===== config.mk =====
export PLATFORM = sky130hd
export DESIGN_NAME = spi_slave_rx_tx
export DESIGN_NICKNAME = d
export VERILOG_FILES = /design/src/rtl/spi_slave_rx_tx.sv
export SDC_FILE = /design/constraint.sdc
export NUM_CORES = 1
export LEC_CHECK = 0
export BUFFER_PORTS_ARGS = -buffer_cell sky130_fd_sc_hd__clkbuf_2
export CAP_MARGIN = 10
export CORE_ASPECT_RATIO = 1.75
export CORE_MARGIN = 4
export CORE_UTILIZATION = 39
export DETAILED_ROUTE_END_ITERATION = 8
export GPL_TIMING_DRIVEN = 1
export SLEW_MARGIN = 10
export SYNTH_ARGS = -nofsm -noshare
export SYNTH_HDL_FRONTEND = slang
export SYNTH_SLANG_ARGS = --single-unit

===== constraint.sdc =====
create_clock -name clk -period 1.9 [get_ports clk]
set_input_delay 0.38 -clock clk [delete_from_list [all_inputs] [get_ports clk]]
set_output_delay 0.38 -clock clk [all_outputs]
set_load 0.005 [all_outputs]

===== src/rtl/spi_slave_rx_tx.sv =====
`default_nettype none
// ============================================================================
// Module   : spi_slave_rx_tx
// Purpose  : SPI mode-0 slave (MSB first) oversampled in the clk domain, with a
//            one-deep valid/ready TX buffer and a received-frame strobe.
//            Optional feature macro: SPI_SLAVE_OVERRUN_EN (held rx_valid,
//            rx_ack input, sticky overrun output).
// Revision : 1.0 - initial release
// ============================================================================
module spi_slave_rx_tx #(
    parameter int               WIDTH       = 8,
    parameter int               SYNC_STAGES = 2,
    parameter logic [WIDTH-1:0] IDLE_BYTE   = '0
) (
    input  logic             clk,
    input  logic             reset,
    input  logic             sclk,
    input  logic             cs,
    input  logic             MOSI,
    output logic             MISO,
    input  logic [WIDTH-1:0] tx_data,
    input  logic             tx_valid,
    output logic             tx_ready,
    output logic [WIDTH-1:0] rx_data,
    output logic             rx_valid,
`ifdef SPI_SLAVE_OVERRUN_EN
    input  logic             rx_ack,
    output logic             overrun,
`endif
    output logic             busy
);

    localparam int                 c_CNT_W    = (WIDTH > 2) ? $clog2(WIDTH) : 1;
    localparam logic [c_CNT_W-1:0] c_CNT_LAST = c_CNT_W'(WIDTH - 1);
    localparam logic [c_CNT_W-1:0] c_CNT_ONE  = c_CNT_W'(1);

    typedef enum logic [0:0] {
        S_IDLE  = 1'b0,
        S_SHIFT = 1'b1
    } state_t;

    state_t r_state;
    state_t w_state_next;

    logic [SYNC_STAGES-1:0] r_sclk_sync;
    logic [SYNC_STAGES-1:0] r_cs_sync;
    logic [SYNC_STAGES-1:0] r_mosi_sync;
    logic                   r_sclk_d;
    logic                   r_cs_d;

    logic [WIDTH-1:0]   r_tx_sh;
    logic [WIDTH-2:0]   r_rx_sh;
    logic [c_CNT_W-1:0] r_bit_cnt;
    logic               r_frame_done;
    logic [WIDTH-1:0]   r_rx_data;
    logic               r_rx_valid;
    logic [WIDTH-1:0]   r_buf;
    logic               r_buf_full;

    logic             w_sclk_s;
    logic             w_cs_s;
    logic             w_mosi_s;
    logic             w_sclk_rise;
    logic             w_sclk_fall;
    logic             w_cs_rise;
    logic             w_cs_fall;
    logic             w_load_idle;
    logic             w_reload;
    logic             w_load;
    logic             w_abort;
    logic             w_rise_cap;
    logic             w_done;
    logic             w_shift_tx;
    logic             w_wr;
    logic [WIDTH-1:0] w_load_byte;
    logic [WIDTH-1:0] w_rx_next;

    // Synchronisers; cs resets high so a master already selecting at reset
    // release still produces a clean falling edge.
    always_ff @(posedge clk) begin
        if (reset) begin
            r_sclk_sync <= '0;
            r_cs_sync   <= '1;
            r_mosi_sync <= '0;
            r_sclk_d    <= 1'b0;
            r_cs_d      <= 1'b1;
        end else begin
            r_sclk_sync <= {r_sclk_sync[SYNC_STAGES-2:0], sclk};
            r_cs_sync   <= {r_cs_sync[SYNC_STAGES-2:0], cs};
            r_mosi_sync <= {r_mosi_sync[SYNC_STAGES-2:0], MOSI};
            r_sclk_d    <= w_sclk_s;
            r_cs_d      <= w_cs_s;
        end
    end

    assign w_sclk_s    = r_sclk_sync[SYNC_STAGES-1];
    assign w_cs_s      = r_cs_sync[SYNC_STAGES-1];
    assign w_mosi_s    = r_mosi_sync[SYNC_STAGES-1];
    assign w_sclk_rise = w_sclk_s & ~r_sclk_d;
    assign w_sclk_fall = ~w_sclk_s & r_sclk_d;
    assign w_cs_rise   = w_cs_s & ~r_cs_d;
    assign w_cs_fall   = ~w_cs_s & r_cs_d;

    always_ff @(posedge clk) begin
        if (reset) begin
            r_state <= S_IDLE;
        end else begin
            r_state <= w_state_next;
        end
    end

    // cs deselect outranks any sclk edge seen in the same cycle.
    always_comb begin
        w_state_next = r_state;
        w_load_idle  = 1'b0;
        w_reload     = 1'b0;
        w_abort      = 1'b0;
        w_rise_cap   = 1'b0;
        w_done       = 1'b0;
        w_shift_tx   = 1'b0;
        case (r_state)
            S_IDLE: begin
                if (w_cs_fall) begin
                    w_state_next = S_SHIFT;
                    w_load_idle  = 1'b1;
                end
            end
            S_SHIFT: begin
                if (w_cs_rise) begin
                    w_state_next = S_IDLE;
                    w_abort      = 1'b1;
                end else begin
                    if (w_sclk_rise) begin
                        w_rise_cap = 1'b1;
                        w_done     = (r_bit_cnt == c_CNT_LAST);
                    end
                    if (w_sclk_fall) begin
                        if (r_bit_cnt != '0) begin
                            w_shift_tx = 1'b1;
                        end else if (r_frame_done) begin
                            w_reload = 1'b1;
                        end
                    end
                end
            end
            default: w_state_next = S_IDLE;
        endcase
    end

    assign w_load      = w_load_idle | w_reload;
    assign w_load_byte = r_buf_full ? r_buf : IDLE_BYTE;
    assign w_rx_next   = {r_rx_sh, w_mosi_s};
    assign w_wr        = tx_valid & ~r_buf_full;

    always_ff @(posedge clk) begin
        if (reset) begin
            r_tx_sh      <= '0;
            r_rx_sh      <= '0;
            r_bit_cnt    <= '0;
            r_frame_done <= 1'b0;
            r_rx_data    <= '0;
        end else begin
            if (w_load) begin
                r_tx_sh <= w_load_byte;
            end else if (w_shift_tx) begin
                r_tx_sh <= {r_tx_sh[WIDTH-2:0], 1'b0};
            end else if (w_abort) begin
                r_tx_sh <= '0;
            end

            if (w_load_idle) begin
                r_bit_cnt    <= '0;
                r_rx_sh      <= '0;
                r_frame_done <= 1'b0;
            end else if (w_abort) begin
                r_bit_cnt    <= '0;
                r_frame_done <= 1'b0;
            end else if (w_reload) begin
                r_frame_done <= 1'b0;
            end else if (w_rise_cap) begin
                r_rx_sh <= w_rx_next[WIDTH-2:0];
                if (w_done) begin
                    r_bit_cnt    <= '0;
                    r_rx_data    <= w_rx_next;
                    r_frame_done <= 1'b1;
                end else begin
                    r_bit_cnt <= r_bit_cnt + c_CNT_ONE;
                end
            end
        end
    end

    // A write and an empty-buffer load never collide on r_buf_full: the load
    // only consumes a full buffer, the write only fills an empty one.
    always_ff @(posedge clk) begin
        if (reset) begin
            r_buf      <= '0;
            r_buf_full <= 1'b0;
        end else if (w_wr) begin
            r_buf      <= tx_data;
            r_buf_full <= 1'b1;
        end else if (w_load && r_buf_full) begin
            r_buf_full <= 1'b0;
        end
    end

`ifdef SPI_SLAVE_OVERRUN_EN
    logic r_overrun;

    always_ff @(posedge clk) begin
        if (reset) begin
            r_rx_valid <= 1'b0;
            r_overrun  <= 1'b0;
        end else begin
            if (w_done) begin
                r_rx_valid <= 1'b1;
            end else if (rx_ack) begin
                r_rx_valid <= 1'b0;
            end
            if (rx_ack) begin
                r_overrun <= 1'b0;
            end else if (w_done && r_rx_valid) begin
                r_overrun <= 1'b1;
            end
        end
    end

    assign overrun = r_overrun;
`else
    always_ff @(posedge clk) begin
        if (reset) begin
            r_rx_valid <= 1'b0;
        end else begin
            r_rx_valid <= w_done;
        end
    end
`endif

    assign MISO     = r_tx_sh[WIDTH-1];
    assign tx_ready = ~r_buf_full;
    assign rx_data  = r_rx_data;
    assign rx_valid = r_rx_valid;
    assign busy     = (r_state == S_SHIFT);

endmodule
`default_nettype wire


==> results.rst, run 1 <==
.. list-table::
   :header-rows: 1

   * - Metric
     - Value
   * - Post-synth top area cell
     - sky130_fd_sc_hd__dfxtp_1
   * - Detail Placement HPWL
     - between 2 and 3 mm
   * - Fin Clk Skew
     - between 0.01 and 0.015 ns
   * - Proportion of power drawn by flip-flops and latches
     - 0.586
   * - Largest net degree at the start of global routing
     - 23
   * - First-pass GRT wire length
     - 6.09 mm
   * - GR Util All Layers
     - 0.135
   * - Detailed Routing Iterations Pass 1
     - 4
   * - Switching fraction of total power
     - 0.248
   * - Unique cell type count in the Yosys netlist
     - 32
   * - Worst hold path endpoint
     - r_cs_sync[0]
   * - Leakage power of the design
     - between 0.7 and 0.8 nW
   * - Routed wire length on met3
     - 137 um
   * - Depth of the worst hold-timing path
     - 2
   * - Clock power frac
     - 0.351
   * - Warnings, synthesis
     - 0
   * - Category of cells accounting for the largest share of critical-path delay
     - simple AND/OR/NAND/NOR gates
   * - Detailed-routed wire length on met2
     - roughly 1.8 mm
   * - Final global-route overflow total
     - 0
   * - DIE AREA
     - a little under 0.006 sq mm
   * - Comb power frac
     - 0.063
   * - Number of antenna diodes
     - 0
   * - Highest clock rate
     - ~580 MHz
   * - CP max stage delay
     - 0.66 ns
   * - Number of antenna violations at the first check in global routing
     - 0
   * - Post-route setup TNS
     - 0 ns
   * - Register clock-pin slew on the reported worst setup and hold paths
     - roughly 0.090 ns
   * - Final critical-path required period
     - between 1.5 and 2 ns
   * - Total chip power
     - ~0.0017 W
   * - Post-synth net total
     - 210
   * - Seq cells post-synth
     - 46
   * - Fraction of final layout cells with drive strength greater than 1
     - 0.245
   * - Number of buffers created by CTS
     - 5
   * - Antenna viol nets, final
     - 0
   * - Critical Path Most Common Cell
     - sky130_fd_sc_hd__ha_1
   * - Setup repair after global routing missed its margin
     - false
   * - Final layout net count
     - 232
   * - Number of hold violations in the final report
     - 0
   * - Worst Tran Pin Value
     - ~0.53 ns
   * - Endpoint of the lowest-slack register-to-register path
     - r_bit_cnt[2]
   * - Number of buffers on the longest clock path
     - 2
   * - Area of the mapped netlist
     - around 0.0018 sq mm
   * - Number of cells on the worst reg-to-reg path
     - 5
   * - Post-synthesis average cell area
     - 9.38 sq um
   * - Max IR drop VDD
     - 490 uV
   * - Design internal power
     - roughly 0.0013 W
   * - Area contributors post-synth
     - sky130_fd_sc_hd__dfxtp_1, sky130_fd_sc_hd__nand2_1, sky130_fd_sc_hd__a21oi_1
   * - Fin crit share
     - 0.912
   * - Buffers inserted during post-CTS setup optimization
     - 0
   * - Tightest Hold Check Type
     - input pin to register
   * - Leading cell type in the layout, fill and taps excluded
     - sky130_fd_sc_hd__dfxtp_1
   * - Mapped Cells
     - around 190
   * - Final routed wire length divided by cell count
     - between 10 and 15 um
   * - Launching element of the worst setup path
     - r_bit_cnt[0]
   * - Reg2reg start
     - r_bit_cnt[0]
   * - Number of vias after detailed routing
     - about 1400
   * - Number of DRC violations after detailed-routing iteration 0
     - slightly below 50
   * - Residual DRC
     - 0
   * - H-tree level count
     - 2
   * - Uppermost metal layer occupied by signal nets
     - met4
   * - Boundary pin count
     - 26
   * - Master of the slowest instance on the critical path
     - sky130_fd_sc_hd__or4b_1
   * - Clock sinks
     - 46
   * - Net switching power
     - around 0.00043 W
   * - Via count normalized by instance count
     - between 5 and 6
   * - Post-CTS Hold Fix Bufs
     - 0
   * - Layout area overhead
     - 14.7%
   * - Setup violations, final
     - 0
   * - Slack of the worst reg-to-reg path
     - approximately 0.17 ns
   * - Count of buffers inserted at the top-level ports
     - 25
   * - Die outline height
     - roughly 100 um
   * - Clock tree from TritonCTS
     - yes
   * - CP cell instances
     - ha_1, ha_1, or4b_1, nand2_1, nor2_1
   * - Max-slew headroom
     - 0.645
   * - CP Class
     - register to register
   * - Aggregate routed wire length
     - between 3 and 4 mm
   * - Buffers and inverters on the worst path
     - 0
   * - Placement row count
     - 32
   * - Sequential area share after synthesis
     - 0.509
   * - Count of filler cells inserted in the layout
     - between 400 and 500
   * - Core area
     - 0.00444 sq mm
   * - Clock latency of the later-clocked register in the worst-skew pair
     - ~0.3 ns
   * - Root buffer cell
     - sky130_fd_sc_hd__clkbuf_8
   * - Crit path DAT
     - just under 2 ns
   * - Number of max-cap violations
     - 0
   * - Crit-path max FO
     - 11
   * - Required time at the endpoint of the critical path
     - around 2.1 ns
   * - Status
     - finished clean
   * - Hold wc startpoint
     - cs
   * - Horizontal die dimension
     - just under 60 um
   * - Number of max-slew violations in the final report
     - 0
   * - Via count of the first global-routing pass
     - 1314
   * - Critical path capture point type
     - register
   * - Highest-count cells in the layout ignoring fill and taps
     - sky130_fd_sc_hd__dfxtp_1, sky130_fd_sc_hd__nand2_1, sky130_fd_sc_hd__clkbuf_2
   * - Starting utilization of the core area
     - 0.407
   * - Yosys top cell area share
     - 0.509
   * - Startpoint type of the worst setup path
     - register
   * - Total power divided by cell area
     - 834 mW/mm^2
   * - Routed length on met1
     - roughly 1.4 mm
   * - Weighted congestion reported at the end of routability-driven placement
     - around 0.74
metal layers:
layer  vias up  GRT usage
met1       619      0.150
met4         0     0.0768
met3        12     0.0357
li1        705          -
met5         -          0
met2        24      0.222
worst register-to-register path, delay by kind of cell (launching register included):
kind | cells | cell delay (ns)
fa+ha+maj | 2 | 0.33
flops | 1 | 0.37
simple gates | 3 | 0.93
power groups by stage:
stage	registers, W	logic (W)	clock network (W)
finish	0.00102	0.000109	0.000607
global route	0.00102	0.000125	0.000668
CTS	0.00102	0.000109	0.000633
detailed placement	0.00104	0.000109	0
global placement	0.00104	0.000107	0
floorplan	0.00103	0.0000864	0
final cells by class:
| cell class | instances | area, sq um | area share |
|---|---|---|---|
| clock inverter | 3 | 23.8 | 0.0115 |
| timing repair buffer | 29 | 155 | 0.0747 |
| inverter | 4 | 15.0 | 0.00723 |
| tap | 51 | 63.8 | 0.0307 |
| multi-input combinational | 129 | 828 | 0.399 |
| sequential | 46 | 921 | 0.444 |
| clock buffer | 5 | 68.8 | 0.0332 |
Yosys cell counts:
library cell,instances
sky130_fd_sc_hd__a211oi_1,1
sky130_fd_sc_hd__a211oi_2,7
sky130_fd_sc_hd__a21oi_1,18
sky130_fd_sc_hd__a221o_1,1
sky130_fd_sc_hd__a221oi_1,1
sky130_fd_sc_hd__a32oi_1,8
sky130_fd_sc_hd__a41o_2,1
sky130_fd_sc_hd__and3b_1,1
sky130_fd_sc_hd__buf_1,2
sky130_fd_sc_hd__buf_2,3
sky130_fd_sc_hd__buf_4,1
sky130_fd_sc_hd__buf_6,1
sky130_fd_sc_hd__clkbuf_1,6
sky130_fd_sc_hd__clkbuf_2,1
sky130_fd_sc_hd__dfxtp_1,46
sky130_fd_sc_hd__ha_1,3
sky130_fd_sc_hd__inv_1,4
sky130_fd_sc_hd__mux2i_1,9
sky130_fd_sc_hd__nand2_1,29
sky130_fd_sc_hd__nand2b_1,1
sky130_fd_sc_hd__nand3_1,8
sky130_fd_sc_hd__nand4_1,1
sky130_fd_sc_hd__nor2_1,20
sky130_fd_sc_hd__nor2b_1,8
sky130_fd_sc_hd__nor3_1,1
sky130_fd_sc_hd__nor3b_2,2
sky130_fd_sc_hd__o21a_1,1
sky130_fd_sc_hd__o21bai_1,1
sky130_fd_sc_hd__or2_2,4
sky130_fd_sc_hd__or3b_1,1
sky130_fd_sc_hd__or4b_1,1
sky130_fd_sc_hd__xnor2_1,1
through the flow:
step | worst slack, ns | hold WS [ns] | std cells | utilization | instance area, sq um
final | 0.167 | 0.259 | 267 | 0.467 | 2080
after global routing | 0.0350 | 0.263 | 267 | 0.467 | 2080
after CTS | 0.0194 | 0.246 | 267 | 0.463 | 2060
after detailed placement | 0.0462 | 0.400 | 259 | 0.442 | 1970
after global placement | 0.0941 | 0.391 | 259 | 0.442 | 1970
after floorplan | 0.161 | 0.389 | 193 | - | 1810
timing repair:
item	in CTS	in global routing
setup endpoints to repair	0	7
gates resized for setup	0	3
hold endpoints to repair	0	0
sequential cells by signal, indices dropped and copies added (netlist names):
signal        flops
busy              1
r_bit_cnt         3
r_buf             8
r_buf_full        1
r_cs_d            1
r_cs_sync         2
r_frame_done      1
r_mosi_sync       2
r_rx_sh           7
r_sclk_d          1
r_sclk_sync       2
r_tx_sh           8
rx_data           8
rx_valid          1
worst max-delay path by stage:
stage,end,depth (start not counted)
4_1_cts,r_tx_sh[5],6
3_3_place_gp,r_tx_sh[7],6
2_1_floorplan,r_bit_cnt[0],7
6_report,r_bit_cnt[2],5
5_1_grt,r_tx_sh[6],6
3_5_place_dp,r_tx_sh[5],6
cells by family (layout without fill, tap and decap cells):
family / count (synthesis) / in the layout / synth area share
flops: 46 / 46 / 0.509
fa+ha+maj: 3 / 3 / 0.0207
xor+xnor: 1 / 1 / 0.00484
simple gates: 77 / 77 / 0.204
buf+inv: 18 / 41 / 0.0463
compound gates: 39 / 39 / 0.166
mux: 9 / 9 / 0.0498
No activity file was read; power rests on OpenSTA's default activity.
==> run 2, diff against run 1 <==
- ABC_AREA: not set -> 1
==> run 2 against run 1 <==
Synthesized area up 5.9%; clock skew barely moved; core utilization decreased by 0.64 points; final cell count up 29%; flip-flop and latch count stayed put; die area rose by 5.2%; hold slack worse by 0.0028 ns; final area increased by 4.5%; setup slack better by 0.22 ns; combinational power up 28%; largest power group unchanged; highest routed layer unchanged.
==> results.rst, run 2 <==
.. list-table::
   :header-rows: 1

   * - Metric
     - Value
   * - Status
     - finished clean
   * - Unique cell type count in the Yosys netlist
     - 22
   * - Detailed Routing Iterations Pass 1
     - 4
   * - Number of antenna diodes
     - 0
   * - Tightest Hold Check Type
     - input pin to register
   * - Critical path capture point type
     - register
   * - Number of DRC violations after detailed-routing iteration 0
     - 76
   * - GR Util All Layers
     - 0.152
   * - Layout Cells excl Fill
     - about 350
   * - Via count of the first global-routing pass
     - around 1600
   * - Final routed wire length divided by cell count
     - 11.7 um
   * - Area occupied by registers
     - just over 900 sq um
   * - Total chip power
     - approximately 0.0018 W
   * - DIE AREA
     - ~0.0061 sq mm
   * - H-tree level count
     - 2
   * - Top post-synthesis cells by count
     - sky130_fd_sc_hd__nor2_1, sky130_fd_sc_hd__nand2_1, sky130_fd_sc_hd__dfxtp_1, sky130_fd_sc_hd__inv_1, sky130_fd_sc_hd__a21oi_1
   * - Area contributors post-synth
     - sky130_fd_sc_hd__dfxtp_1, sky130_fd_sc_hd__nor2_1, sky130_fd_sc_hd__nand2_1
   * - Compound-cell area share of the yosys netlist
     - 0.0933
   * - Total power divided by cell area
     - ~830 mW/mm^2
   * - Post-synth top area cell
     - sky130_fd_sc_hd__dfxtp_1
   * - Crit-path max FO
     - 11
   * - Final critical-path required period
     - approximately 1.5 ns
   * - Post-CTS Hold Fix Bufs
     - 0
   * - Number of buffers created by CTS
     - 5
   * - CP max stage delay
     - roughly 0.33 ns
   * - Startpoint type of the worst setup path
     - register
   * - Horizontal die dimension
     - approximately 61 um
   * - Detail Placement HPWL
     - roughly 2.9 mm
   * - Number of antenna violations at the first check in global routing
     - 0
   * - Leading cell type in the layout, fill and taps excluded
     - sky130_fd_sc_hd__nor2_1
   * - Number of enable-type register cells in the synthesized netlist
     - 0
   * - Final global-route overflow total
     - 0
   * - Setup violations, final
     - 0
   * - Area of the mapped netlist
     - 0.00192 sq mm
   * - Count of buffers inserted at the top-level ports
     - 25
   * - Sequential area share after synthesis
     - 0.480
   * - Root buffer cell
     - sky130_fd_sc_hd__clkbuf_8
   * - Post-cts repair resize count
     - 0
   * - Arithmetic-cell share of the synthesized area counting full adders, half adders and majority gates
     - 0.0196
   * - Mapped Cells
     - 265
   * - Warnings, synthesis
     - 0
   * - Master of the slowest instance on the critical path
     - sky130_fd_sc_hd__dfxtp_1
   * - Register clock-pin slew on the reported worst setup and hold paths
     - around 0.08 ns
   * - First-pass GRT wire length
     - ~7 mm
   * - Clock sinks
     - 46
   * - Setup repair after global routing missed its margin
     - false
   * - Starting utilization of the core area
     - 0.407
   * - Post-route setup TNS
     - 0 ns
   * - Final layout net count
     - approximately 310
   * - Layout area overhead
     - 13.1%
   * - Leading cell type by number of instances after synthesis
     - sky130_fd_sc_hd__nor2_1
   * - Yosys top cell area share
     - 0.480
   * - Number of hold violations in the final report
     - 0
   * - Max IR drop VDD
     - approximately 720 uV
   * - Highest-count cells in the layout ignoring fill and taps
     - sky130_fd_sc_hd__nor2_1, sky130_fd_sc_hd__nand2_1, sky130_fd_sc_hd__dfxtp_1
   * - Required time at the endpoint of the critical path
     - approximately 2.1 ns
   * - Multi-input gate area in the final layout
     - 835 sq um
   * - CP Class
     - register to register
   * - Aggregate routed wire length
     - between 4 and 5 mm
   * - Antenna viol nets, final
     - 0
   * - Fraction of final layout cells with drive strength greater than 1
     - 0.174
   * - Dominant combinational cell family by area after synthesis
     - simple AND/OR/NAND/NOR gates
   * - Post-synth net total
     - between 200 and 300
   * - Placement row count
     - 33
   * - Weighted congestion reported at the end of routability-driven placement
     - between 0.7 and 0.8
   * - CP cell instances
     - ha_1, ha_1, nand2_2, clkinv_1, nor2_1, nor2_1
   * - Utilization after layout
     - 0.461
   * - Number of buffers on the longest clock path
     - 2
   * - Proportion of synthesized area in mux cells
     - 0
   * - Die outline height
     - around 100 um
   * - Simple-Gate Fraction of Synth Area
     - 0.322
   * - Placed cell count
     - approximately 340
   * - Clock tree from TritonCTS
     - yes
   * - Final hold slack
     - about 0.26 ns
   * - Fin crit share
     - 0.797
   * - Number of max-slew violations in the final report
     - 0
   * - Largest net degree at the start of global routing
     - 25
   * - Max-slew headroom
     - 0.805
   * - Leakage power of the design
     - 0.982 nW
   * - Async set or reset register ratio after synthesis
     - 0
   * - Crit path DAT
     - 1.71 ns
   * - Most used flip-flop cell after synthesis
     - sky130_fd_sc_hd__dfxtp_1
   * - Post-synthesis average cell area
     - between 7 and 8 sq um
   * - Clock latency of the later-clocked register in the worst-skew pair
     - 0.31 ns
   * - Synth Area in XOR/XNOR
     - 0
   * - Highest clock rate
     - ~660 MHz
   * - Boundary pin count
     - 26
   * - Buffers inserted during post-CTS setup optimization
     - 0
   * - Core area
     - roughly 0.0047 sq mm
   * - Number of max-cap violations
     - 0
   * - Fin Clk Skew
     - 0.00970 ns
   * - Seq cells post-synth
     - 46
   * - Worst Tran Pin Value
     - between 0.2 and 0.3 ns
   * - Residual DRC
     - 0
   * - Number of vias after detailed routing
     - roughly 1700
   * - Count of filler cells inserted in the layout
     - just under 500
   * - Via count normalized by instance count
     - 4.85
## run 2: cell count changes in the layout (fill, tap and decap cells not counted), moves of 9 or more
cell | before | now
sky130_fd_sc_hd__mux2i_1 | 9 | 0
sky130_fd_sc_hd__nand2_1 | 29 | 58
sky130_fd_sc_hd__nor2_1 | 20 | 62
sky130_fd_sc_hd__inv_1 | 4 | 23
sky130_fd_sc_hd__o21ai_0 | 0 | 14
## run 2: critical path, delay by kind of cell (launching register included)
| family | cells | cell delay (ns) |
|---|---|---|
| buffers and inverters | 1 | 0.29 |
| AND/OR/NAND/NOR | 3 | 0.40 |
| flip-flops | 1 | 0.33 |
| adder cells (fa/ha/maj) | 2 | 0.40 |
## run 2: through the flow
stage          instance area (sq um)  setup slack (ns)
2_1_floorplan                   1920             0.663
3_3_place_gp                    2070             0.352
3_5_place_dp                    2070             0.367
4_1_cts                         2170             0.353
5_1_grt                         2170             0.182
6_report                        2170             0.385
## run 2: power by group
group / internal, W / switching (W) / leakage [nW]
logic: 0.0000535 / 0.0000863 / 0.558
clock network: 0.000301 / 0.000339 / 0.0489
registers: 0.000997 / 0.0000177 / 0.375
total: 0.00135 / 0.000443 / 0.982
## run 2: worst paths after layout
check | end | slack [ns] | from | cells after the start
worst max-delay path | rx_data[1] | 0.39 | r_bit_cnt[0] | 6
worst min-delay path | r_cs_sync[0] | 0.26 | cs | 2
worst max register to register | rx_data[1] | 0.39 | r_bit_cnt[0] | 6
worst min register to register | r_mosi_sync[1] | 0.41 | r_mosi_sync[0] | 2
## run 2: area by class of cell
cell class	count	share of cell area
Clock buffer	7	0.0398
Clock inverter	1	0.00404
Inverter	28	0.0485
Multi-Input combinational cell	183	0.385
Sequential cell	46	0.425
Tap cell	52	0.0300
Timing Repair Buffer	28	0.0681
## run 2: logic make-up after synthesis
kind of cell             after synthesis
AND/OR/NAND/NOR                      145
flip-flops                            46
buffers and inverters                 36
AO/OA/AOI/OAI                         35
adder cells (fa/ha/maj)                3
## run 2: layer usage
layer,up-vias,GRT usage,share of wire
li1,868,-,-
met1,770,0.156,0.39
met2,30,0.282,0.55
met3,6,0.0269,0.032
met4,0,0.0701,0.023
met5,-,0,0
